==> config.mk <==
export PLATFORM = sky130hd
export DESIGN_NAME = pipeline_ctrl
export DESIGN_NICKNAME = d
export VERILOG_FILES = /design/src/rtl/pipeline_ctrl_pkg.sv /design/src/rtl/pipeline_ctrl_stall_counter.sv /design/src/rtl/pipeline_ctrl.sv
export SDC_FILE = /design/constraint.sdc
export NUM_CORES = 1
export LEC_CHECK = 0
export ABC_CLOCK_PERIOD_IN_PS = 2100
export CORE_MARGIN = 4
export CORE_UTILIZATION = 55
export DETAILED_ROUTE_END_ITERATION = 12
export DONT_BUFFER_PORTS = 1
export GPL_TIMING_DRIVEN = 0
export PLACE_DENSITY = 0.73
export SYNTH_ARGS = -nofsm -noshare
export SYNTH_HDL_FRONTEND = slang
export SYNTH_SLANG_ARGS = --single-unit
export TNS_END_PERCENT = 50
==> constraint.sdc <==
create_clock -name clk -period 2.1 [get_ports clk]
set_input_delay 0.315 -clock clk [delete_from_list [all_inputs] [get_ports clk]]
set_output_delay 0.315 -clock clk [all_outputs]
set_load 0.02 [all_outputs]
==> src/rtl/pipeline_ctrl_pkg.sv <==
// Shared definitions for the pipeline stall/flush controller.
//   - Stage index constants for the 5-stage pipeline (IF, ID, EX, MEM, WB).
//   - Width of the per-stage stall/bubble vectors.
//   - Controller FSM state encoding.
//   - Helpers that turn a stall source level into stall/bubble masks.
package pipeline_ctrl_pkg;

  localparam int STALL_W = 5;

  localparam logic [2:0] STAGE_IF  = 3'd0;
  localparam logic [2:0] STAGE_ID  = 3'd1;
  localparam logic [2:0] STAGE_EX  = 3'd2;
  localparam logic [2:0] STAGE_MEM = 3'd3;
  localparam logic [2:0] STAGE_WB  = 3'd4;

  typedef enum logic [1:0] {
    RUN   = 2'd0,
    PEND  = 2'd1,
    FLUSH = 2'd2
  } ctrl_state_e;

  // Stall source at level k holds stages 0..k: (2 << k) - 1.
  function automatic logic [STALL_W-1:0] stall_mask(input logic [2:0] lvl);
    return (STALL_W'(2) << lvl) - STALL_W'(1);
  endfunction

  // The stage directly below the stall source receives a NOP.
  function automatic logic [STALL_W-1:0] bubble_mask(input logic [2:0] lvl);
    return STALL_W'(2) << lvl;
  endfunction

endpackage

==> src/rtl/pipeline_ctrl_stall_counter.sv <==
// Saturating performance counter with synchronous clear.
// Ports:
//   clk, rst : clock, synchronous active-high reset
//   clr      : load zero (wins over en)
//   en       : count this cycle
//   cnt      : current count, sticks at all-ones
module pipeline_ctrl_stall_counter #(
  parameter int CNT_WIDTH = 32
) (
  input  logic                 clk,
  input  logic                 rst,
  input  logic                 clr,
  input  logic                 en,
  output logic [CNT_WIDTH-1:0] cnt
);

  logic [CNT_WIDTH-1:0] cnt_q;
  logic [CNT_WIDTH-1:0] cnt_d;

  always_comb begin
    cnt_d = cnt_q;
    if (clr) begin
      cnt_d = '0;
    end else if (en && (cnt_q != '1)) begin
      cnt_d = cnt_q + 1'b1;
    end
  end

  always_ff @(posedge clk) begin
    if (rst) begin
      cnt_q <= '0;
    end else begin
      cnt_q <= cnt_d;
    end
  end

  assign cnt = cnt_q;

endmodule

==> src/rtl/pipeline_ctrl.sv <==
// Central stall/flush controller for the 5-stage integer pipeline.
// Ports:
//   clk, rst            : clock, synchronous active-high reset
//   load_related_1/2    : ID operand depends on the load currently in EX
//   stall_req_if/ex/mem : stall requests from IF, EX (mult/div), MEM (bus)
//   exc_req, exc_target : exception/eret pulse from MEM and its redirect PC
//   cnt_clear           : clear the stall-cycle counter
//   stall, bubble       : per-stage hold / NOP-insert vectors (combinational)
//   flush, flush_pc     : registered one-cycle flush and redirect target
//   stall_cycles        : saturating count of cycles with stall[1]=1
module pipeline_ctrl
  import pipeline_ctrl_pkg::*;
#(
  parameter int ADDR_WIDTH = 32,
  parameter int CNT_WIDTH  = 32
) (
  input  logic                  clk,
  input  logic                  rst,
  input  logic                  load_related_1,
  input  logic                  load_related_2,
  input  logic                  stall_req_if,
  input  logic                  stall_req_ex,
  input  logic                  stall_req_mem,
  input  logic                  exc_req,
  input  logic [ADDR_WIDTH-1:0] exc_target,
  input  logic                  cnt_clear,
  output logic [STALL_W-1:0]    stall,
  output logic [STALL_W-1:0]    bubble,
  output logic                  flush,
  output logic [ADDR_WIDTH-1:0] flush_pc,
  output logic [CNT_WIDTH-1:0]  stall_cycles
);

  ctrl_state_e           state_q, state_d;
  logic [ADDR_WIDTH-1:0] tgt_q, tgt_d;
  logic                  flush_q, flush_d;
  logic [ADDR_WIDTH-1:0] flush_pc_q, flush_pc_d;

  logic                  lvl_vld;
  logic [2:0]            lvl;

  // Highest requesting stage wins; everything upstream of it must hold.
  always_comb begin
    lvl_vld = 1'b1;
    lvl     = STAGE_IF;
    if (stall_req_mem) begin
      lvl = STAGE_MEM;
    end else if (stall_req_ex) begin
      lvl = STAGE_EX;
    end else if (load_related_1 || load_related_2) begin
      lvl = STAGE_ID;
    end else if (stall_req_if) begin
      lvl = STAGE_IF;
    end else begin
      lvl_vld = 1'b0;
    end
  end

  // State register
  always_ff @(posedge clk) begin
    if (rst) begin
      state_q    <= RUN;
      tgt_q      <= '0;
      flush_q    <= 1'b0;
      flush_pc_q <= '0;
    end else begin
      state_q    <= state_d;
      tgt_q      <= tgt_d;
      flush_q    <= flush_d;
      flush_pc_q <= flush_pc_d;
    end
  end

  // Next-state logic. The target is captured on the first exception only;
  // later pulses in PEND are dropped, and any pulse in FLUSH comes from an
  // instruction that is being killed.
  always_comb begin
    state_d = state_q;
    tgt_d   = tgt_q;
    unique case (state_q)
      RUN: begin
        if (exc_req) begin
          tgt_d   = exc_target;
          state_d = stall_req_mem ? PEND : FLUSH;
        end
      end
      PEND: begin
        if (!stall_req_mem) begin
          state_d = FLUSH;
        end
      end
      FLUSH:   state_d = RUN;
      default: state_d = RUN;
    endcase
    // flush/flush_pc are registered copies of "entering FLUSH"; flush_pc
    // keeps its last target otherwise.
    flush_d    = (state_d == FLUSH);
    flush_pc_d = flush_d ? tgt_d : flush_pc_q;
  end

  // Output logic. Stall/bubble are forced to zero during reset even though
  // they are combinational.
  always_comb begin
    stall  = '0;
    bubble = '0;
    if (!rst) begin
      unique case (state_q)
        RUN: begin
          if (lvl_vld) begin
            stall  = stall_mask(lvl);
            bubble = bubble_mask(lvl);
          end
        end
        PEND: begin
          stall = '1;
        end
        default: begin
          stall  = '0;
          bubble = '0;
        end
      endcase
    end
  end

  assign flush    = flush_q;
  assign flush_pc = flush_pc_q;

  pipeline_ctrl_stall_counter #(
    .CNT_WIDTH(CNT_WIDTH)
  ) u_stall_counter (
    .clk(clk),
    .rst(rst),
    .clr(cnt_clear),
    .en (stall[STAGE_ID]),
    .cnt(stall_cycles)
  );

endmodule

==> run metrics <==
Post-Syn Area per Cell=around 9 um^2; unrepaired setup endpoints after global routing=true; Fin. Hold Viols=0; Crit. End Element=flip-flop; commonest non-fill, non-tap cell in the layout=nor2_1; Peak VDD IR=about 0.57 mV; asr flop ratio synth=0%; total gr overflow=0; Layout area overhead=15.36%; Final Cycle Share=101.5%; Hold Crit Class=in -> reg; nets=506; DR iter-0 viols=about 220; crit-path cells=or2_0 -> buf_4 -> a211o_4 -> a2111o_1 -> buf_6 -> or3_1 -> a21oi_1; Slew HR=58.18%; CP max stage cell=a2111o_1; met1 Usage GRT=27.91%; CTS tree=done; worst skew pair latency=between 0.3 and 0.4 ns; Critical Path Start Type=flip-flop; Core ar.=6869 um^2; cts bufs inserted=9; max-cap viol count=0; clock tree root driver cell=clkbuf_8; leakage power=0.001563 uW; initial core utilization=57.16%; Reg power frac=a little under three fifths; largest net degree at the start of global routing=20; drt wl/cell=17.45 um; share of cells above drive strength 1=roughly 18%; Cell Pwr Density=roughly 810 nW/um^2; cell row count=30; Worst Max-Slew Pin Slew=about 0.62 ns; Sinks on Clock Net=99; kind of critical path=reg -> reg; TNS Setup=-0.08253 ns; Die Footprint=roughly 8600 um^2; chip height=between 90 and 100 um; met2 usage=a little over a third; Ys Warns=0; RePlAce Congestion=around 0.8; Crit path arrival time=2.42 ns; GR Util All Layers=a little under a quarter; worst setup margin=-0.03059 ns; clk_skew=approximately 0.016 ns; Crit Path Max Fanout=7; Die Width=92.49 um; Worst EP required=approximately 2.4 ns; Worst path max stage delay=around 0.42 ns; Total Power=3654 uW; global-route wire length before repair=between 15 and 20 mm; register bit total from synthesis=99; quantity of I/O buffers inserted on ports=0; Net Switching=roughly 1000 uW; DP Wirelength=approximately 6.9 mm; met3 Resource Use GR=between 10% and 20%; EDFF count, synth=0; Tmin final=around 2.1 ns; vias in the first global route=between 3000 and 4000; Post-Syn Instances=between 400 and 500; post-synthesis cell area=just under 4000 um^2; Netlist cell types=38; outcome=finished with violations; CTS max path bufs=2; first drt pass iteration count=5; Worst-path clk slew=roughly 0.1 ns; Crit path buffers/inverters=2; post-synthesis sequential area ratio=50.48%; Clock power frac=between 30% and 40%; main flop type after synthesis=dfxtp_1; vias=roughly 3400; initial antenna violation count=0; DRC=0; H-tree Lvls=3; Final Max Slew Viols=0; total wire length=a little under 10 mm; CP top delay family=compound AO/OA/AOI/OAI gates; combinational power share=under 10%; commonest cells after routing, fill and taps aside=nor2_1, dfxtp_1, mux2i_1, a211oi_1, a21oi_1; layer with the highest usage=met2; via/cell ratio=just under 6; I/O pin count=116; Final Setup Violations=6; Post-DRT Antenna Nets=0; Syn Nets=between 400 and 500; Antenna diodes=0; Sw Share=between 20% and 30%; internal power=approximately 2700 uW; violated checks=setup timing; maximum clock rate=~470 MHz
## logic make-up (layout without fill, tap and decap cells)
kind of cell | after synthesis | count (layout) | synth area share [%]
adders and majority gates | 1 | 1 | 0.3186
other | 1 | 1 | 0.09551
muxes | 33 | 33 | 8.413
AOI/OAI and AO/OA | 93 | 93 | 15.01
xor gates and xnor gates | 1 | 1 | 0.2231
DFF | 99 | 99 | 50.48
and+or+nand+nor | 176 | 176 | 21.51
buffers and inverters | 36 | 65 | 3.951
## Yosys cell counts, drive strengths merged, types with 9 or more instances
cell    count  area, um^2
clkbuf     21       78.83
nand2      18       67.56
nand4       9       56.30
buf        10       57.55
a21oi      26       130.1
dfxtp      99        1982
or3        23       143.9
nand3      15       75.07
mux2i      33       330.3
a211oi     32       240.2
nor2       79       296.5
o21ai      21       105.1
## final timing paths
check	cells past startpoint	slack [ns]	from	to
min	1	0.05	stall_req_mem	flush
max	7	-0.03	state_q[1]	u_stall_counter.cnt[29]
min reg2reg	2	0.50	tgt_q[26]	tgt_q[26]
max reg2reg	7	-0.03	state_q[1]	u_stall_counter.cnt[29]
## state kept, by name, indices dropped and copies added (netlist names)
| signal | count |
|---|---|
| flush | 1 |
| flush_pc | 32 |
| state_q | 2 |
| tgt_q | 32 |
| u_stall_counter.cnt | 32 |
## layer usage
metal	up-vias	wire length (um)
met3	17	927
li1	1627	-
met2	130	4676
met5	-	0
met4	0	165
met1	1599	4090
## worst register-to-register path, stage by stage, from the launching register on
cell and delay [ns]:
dfxtp_4 0.35, or2_0 0.19, buf_4 0.15, a211o_4 0.33
a2111o_1 0.43, buf_6 0.17, or3_1 0.30, a21oi_1 0.15
## power by group through the flow
stage | clock (uW) | sequential (uW) | combinational, uW
after global routing | 1360 | 2080 | 361
after global placement | 0 | 2120 | 293
after detailed placement | 0 | 2130 | 303
after CTS | 1280 | 2080 | 309
final | 1270 | 2070 | 320
after floorplan | 0 | 2110 | 243
## layout make-up
class,count,area (um^2)
fill,604,2340
sequential,99,2037
multi-input combinational,305,1879
buffer,29,147.6
clock buffer,9,123.9
tap,96,120.1
timing repair buffer,15,118.9
clock inverter,7,83.83
inverter,5,18.77
## metrics by stage
stage	cells	hold slack (ns)	utilization (%)	worst slack, ns	area [um^2]
floorplan	440	0.3935	-	0.002509	3935
global placement	536	0.3959	59.03	-0.4080	4055
detailed placement	536	0.3966	59.03	-0.4848	4055
CTS	555	0.03192	63.84	-0.06554	4385
global route	565	0.02998	65.94	-0.09948	4529
finish	565	0.05323	65.94	-0.03059	4529
## what timing repair did
item / in CTS / in global routing
hold endpoints to repair: 1 / 0
setup endpoints to repair: 59 / 86
setup buffers: 4 / 10
pin swaps: 8 / 9
resized for setup: 34 / 23
hold buffers: 1 / 0
Power figures use the tool's default switching activity.
